[src/rtl/pattern_loader.sv]
// Writes one preset 8x8 life pattern into the array as quadrant words and holds off steps while loading.
// Optional PATTERN_RANDOM_EN: pattern 3 writes free-running LFSR words instead of the block pattern.
module pattern_loader #(
  parameter int SYNC_STAGES = 2,
  parameter int WORDS       = 4,
  parameter int HOLD        = 1
) (
  input  logic        clk,
  input  logic        reset,
  input  logic        load,
  input  logic [1:0]  pattern_sel,
  input  logic        step_in,
  output logic        step_out,
  output logic [15:0] val,
  output logic [1:0]  pos,
  output logic        write_enb,
  output logic        busy,
  output logic        done
);

  localparam int         HCW       = (HOLD > 1) ? $clog2(HOLD) : 1;
  localparam logic [1:0] LAST_IDX  = 2'(WORDS - 1);
  localparam logic [HCW-1:0] LAST_HOLD = HCW'(HOLD - 1);

  typedef enum logic [1:0] {IDLE, WRITE, DONE} state_t;

  state_t                 state;
  logic [SYNC_STAGES-1:0] sync_q;
  logic                   load_q;
  logic                   load_req;
  logic [1:0]             sel_q;
  logic [1:0]             idx;
  logic [HCW-1:0]         hold_cnt;
  logic [1:0]             word_sel;
  logic [1:0]             word_idx;
  logic [15:0]            next_word;

  always_ff @(posedge clk or posedge reset) begin
    if (reset) begin
      sync_q <= '0;
      load_q <= 1'b0;
    end else begin
      sync_q <= {sync_q[SYNC_STAGES-2:0], load};
      load_q <= sync_q[SYNC_STAGES-1];
    end
  end

  assign load_req = sync_q[SYNC_STAGES-1] & ~load_q;
  assign step_out = step_in & ~busy;

  function automatic logic [15:0] table_word(input logic [1:0] s, input logic [1:0] i);
    logic [15:0] w;
    w = '0;
    case (s)
      2'd1:    w = (i == 2'd0) ? 16'h0742 : 16'h0000;
      2'd2:    w = (i == 2'd3) ? 16'h0070 : 16'h0000;
      2'd3:    w = 16'h0660;
      default: w = 16'h0000;
    endcase
    return w;
  endfunction

`ifdef PATTERN_RANDOM_EN
  logic [15:0] lfsr;
  logic [15:0] rnd_word;

  // Fibonacci taps 16,14,13,11; free-running regardless of FSM state.
  always_ff @(posedge clk or posedge reset) begin
    if (reset) lfsr <= 16'hACE1;
    else       lfsr <= {lfsr[14:0], lfsr[15] ^ lfsr[13] ^ lfsr[12] ^ lfsr[10]};
  end

  assign rnd_word = (lfsr == 16'h0000) ? 16'h0001 : lfsr;
`endif

  // Word selection looks one word ahead so val/pos register together with write_enb.
  always_comb begin
    word_sel = sel_q;
    word_idx = idx + 2'd1;
    if (state == IDLE) begin
      word_sel = pattern_sel;
      word_idx = 2'd0;
    end
    next_word = table_word(word_sel, word_idx);
`ifdef PATTERN_RANDOM_EN
    if (word_sel == 2'd3) next_word = rnd_word;
`endif
  end

  always_ff @(posedge clk or posedge reset) begin
    if (reset) begin
      state     <= IDLE;
      sel_q     <= '0;
      idx       <= '0;
      hold_cnt  <= '0;
      val       <= '0;
      pos       <= '0;
      write_enb <= 1'b0;
      busy      <= 1'b0;
      done      <= 1'b0;
    end else begin
      case (state)
        IDLE: begin
          done <= 1'b0;
          if (load_req) begin
            state     <= WRITE;
            sel_q     <= pattern_sel;
            idx       <= '0;
            hold_cnt  <= '0;
            pos       <= '0;
            val       <= next_word;
            write_enb <= 1'b1;
            busy      <= 1'b1;
          end
        end
        WRITE: begin
          if (hold_cnt == LAST_HOLD) begin
            hold_cnt <= '0;
            if (idx == LAST_IDX) begin
              state     <= DONE;
              write_enb <= 1'b0;
              done      <= 1'b1;
            end else begin
              idx <= idx + 2'd1;
              pos <= idx + 2'd1;
              val <= next_word;
            end
          end else begin
            hold_cnt <= hold_cnt + 1'b1;
          end
        end
        DONE: begin
          state <= IDLE;
          done  <= 1'b0;
          busy  <= 1'b0;
        end
        default: state <= IDLE;
      endcase
    end
  end

endmodule

[config.mk]
export PLATFORM = sky130hd
export DESIGN_NAME = pattern_loader
export DESIGN_NICKNAME = d
export VERILOG_FILES = /design/src/rtl/pattern_loader.sv
export SDC_FILE = /design/constraint.sdc
export NUM_CORES = 1
export LEC_CHECK = 0
export BUFFER_PORTS_ARGS = -buffer_cell sky130_fd_sc_hd__buf_2
export CORE_MARGIN = 2
export CORE_UTILIZATION = 44
export CTS_BUF_LIST = sky130_fd_sc_hd__clkbuf_16
export CTS_CLUSTER_SIZE = 16
export DETAILED_ROUTE_END_ITERATION = 16
export PLACE_DENSITY = 0.76
export REMOVE_ABC_BUFFERS = 1
export SYNTH_ARGS = -nofsm -noshare
export SYNTH_HDL_FRONTEND = slang
export SYNTH_SLANG_ARGS = --single-unit
[constraint.sdc]
create_clock -name clk -period 1.6 [get_ports clk]
set_input_delay 0.08 -clock clk [delete_from_list [all_inputs] [get_ports clk]]
set_output_delay 0.08 -clock clk [all_outputs]
set_load 0.01 [all_outputs]
==> flow_metrics.py <==
metrics = {
    "run_status": {
        "outcome": "complete, no violations",
    },
    "floorplan": {
        "start_util_pct": 45.4,
        "die-area_um2": 2350,
        "die_h_um": 48.5,
        "coreArea_um2": 1920,
        "rows": 16,
        "num_io_pins": 28,
        "die_w_um": 48.5,
    },
    "pwr": {
        "power_mw": 2.22,
        "power.density_nw_per_um2": 2060,
        "irDropWorstVdd_uv": 1380,
        "p_leak_nw": 0.519,
    },
    "worst_setup_path": {
        "max_stage_delay_ns": 0.40,
        "arrival_ns": 1.65,
        "critPathTopFamily": "simple AND/OR/NAND/NOR gates",
        "critPathMaxFanout": 4,
        "crit_required_ns": 1.76,
        "path_cells": "ha_1, nand2b_1, or3_1, a41oi_2",
        "slowest_stage": "dfrtp_1",
        "worstSetupPathType": "flop to flop",
        "cp-start-kind": "flop",
        "cp-end-kind": "flop",
        "cp.buffers_inverters": 0,
    },
    "sta": {
        "worst_pin_slew_ns": 0.617,
        "max_freq_mhz": 670,
        "maxSlewHeadroom_pct": 58.8,
        "skew_ns": 0.00738,
        "period_minus_slack_ns": 1.49,
        "finalSetupViolations": 0,
        "drv_slew": 0,
        "rsz0062_at_grt": "no",
        "finalHoldViolCount": 0,
        "fin_crit_sh_pct": 93.2,
    },
    "yosys": {
        "yosysSeqAreaShare_pct": 48.8,
        "synth_area_leaders": "dfrtp_1 (49%), buf_4 (9.5%), mux2_4 (3.4%), nor3_1 (2.9%), nor4b_4 (2.7%)",
        "yosys.area.top_type": "dfrtp_1",
        "syn_avg_cell_area_um2": 10.9,
        "synth_cells": 80,
        "netlist.area_leader.share_pct": 48.8,
        "ys_ff_latch": 17,
        "synthArstFlopShare_pct": 100,
        "syn-cell-area_um2": 872,
        "yosysUniqueCellTypes": 32,
        "synth_commonest_cells": "dfrtp_1 (17), buf_4 (11), inv_1 (5), nor3_1 (5), o21ai_0 (4)",
        "synth_edf_count": 0,
        "synth.most_common_cell": "dfrtp_1",
        "ys_warn_count": 0,
        "synth_flop_cell": "dfrtp_1",
    },
    "placement": {
        "numPortBuffers": 18,
        "hpwlAfterDp_um": 1260,
        "place_congestion": 0.915,
    },
    "clock_tree": {
        "root_buffer": "clkbuf_16",
        "clkSinkCount": 17,
        "h-tree-depth": 1,
        "numCtsBuffers": 3,
        "cts.path.max_buffers": 2,
        "clk_pin_slew_ns": 0.05,
        "cts_tree": "yes",
        "worstSkewPairLatency_ns": 0.25,
    },
    "global_routing": {
        "grt_pass1_wl_um": 2860,
        "grt_pass1_vias": 569,
        "overflow": 0,
        "grt_usage_pct": 15.8,
        "antenna_found_initial": 0,
        "grt_max_degree": 18,
    },
    "finish": {
        "fin_nets": 113,
        "drive_gt1_share_pct": 34.3,
        "diodes": 0,
        "fillers": 193,
        "seqCellArea_um2": 425,
        "multiInputGateArea_um2": 369,
        "final_util_pct": 56.3,
        "syn_to_final_growth_pct": 24.0,
    },
    "route": {
        "drt_iter0_drc": 14,
        "drt_wl_total_um": 1740,
        "num_vias": 679,
        "wire_per_inst_um": 13.2,
        "antenna_left": 0,
        "via_per_inst": 5.14,
        "remaining_drc_errors": 0,
        "dr.pass1.iters": 4,
    },
    "flow_run": {
        "maxCapViolCount": 0,
    },
    "min_path": {
        "hp-class": "input port to flop",
    },
}
## cells by family after synthesis
logic type | after synthesis | share of synthesized area, %
buf+inv | 18 | 13.5
fa+ha+maj | 1 | 1.43
compound gates | 18 | 14.2
other cells | 1 | 0.430
mux | 3 | 4.73
simple gates | 22 | 16.9
flops | 17 | 48.8
## through the flow
stage	setup slack [ns]	cell area [µm²]	TNS, ns	hold slack (ns)	cells
3_5_place_dp	0.0950	972	0	0.195	126
3_3_place_gp	0.118	972	0	0.188	126
6_report	0.109	1080	0	0.115	132
2_1_floorplan	-0.0476	803	-0.0950	0.00607	75
4_1_cts	0.0805	1070	0	0.108	132
5_1_grt	0.0302	1080	0	0.120	132
## sequential cells by signal, indices dropped and copies added (netlist names)
signal,count
val,5
state,2
sync_q,2
sel_q,2
load_q,1
idx,2
busy,1
write_enb,1
done,1
## tightest hold or removal path, delay by kind of cell
family | cells | cell delay, ns
AO/OA/AOI/OAI | 1 | 0.08
buffers and inverters | 1 | 0.11
AND/OR/NAND/NOR | 1 | 0.04
## cell type report
class                   count  share of cell area (%)
multi-input cells          53                    34.1
flip-flops and latches     17                    39.4
well taps                  27                    3.12
inverters                   5                    1.74
clock inverters             1                   0.347
repair buffers             26                    14.4
clock buffers               3                    6.94
## metal layers
layer  track usage (%)  vias up  wire length [µm]
met2              25.7       31               864
met4              4.29        0                14
met1              19.9      335               732
met5                 0        -                 0
met3              5.56        2               129
li1                  -      311                 -
## report_power, final
| group | internal (mW) | leakage [nW] | switching, mW |
|---|---|---|---|
| sequential | 0.594 | 0.205 | 0.156 |
| clock | 0.331 | 0.0423 | 0.160 |
| combinational | 0.480 | 0.272 | 0.501 |
| total | 1.41 | 0.519 | 0.818 |
## path summary, 6_finish.rpt
kind	startpoint	to	slack, ns	cells after the start
max	idx[1]	val[6]	0.11	4
min	pattern_sel[1]	sel_q[1]	0.12	3
max reg2reg	idx[1]	val[6]	0.11	4
min reg2reg	sync_q[0]	sync_q[1]	0.34	0
max in group asynchronous	reset	sync_q[0]	0.75	3
min in group asynchronous	reset	sync_q[1]	0.45	3
## what timing repair did
item,CTS,global route
setup endpoints to repair,0,1
hold buffers,2,0
resized for setup,0,2
hold endpoints to repair,18,0
setup buffers,0,0
## layout by cell type, fill, tap and decap left out, drive strengths merged, types with 2 or more instances in the layout
| cell type | n |
|---|---|
| inv | 6 |
| a21oi | 3 |
| nand2 | 2 |
| nor2b | 2 |
| mux2 | 3 |
| a21o | 2 |
| conb | 9 |
| nor3 | 5 |
| dlygate4sd3 | 2 |
| dfrtp | 17 |
| nor3b | 2 |
| clkbuf | 3 |
| nand2b | 2 |
| a31oi | 2 |
| nor2 | 3 |
| nor4b | 2 |
| o21ai | 4 |
| buf | 24 |
| o2bb2ai | 2 |
Note: power is estimated with default switching activity, not from simulation.
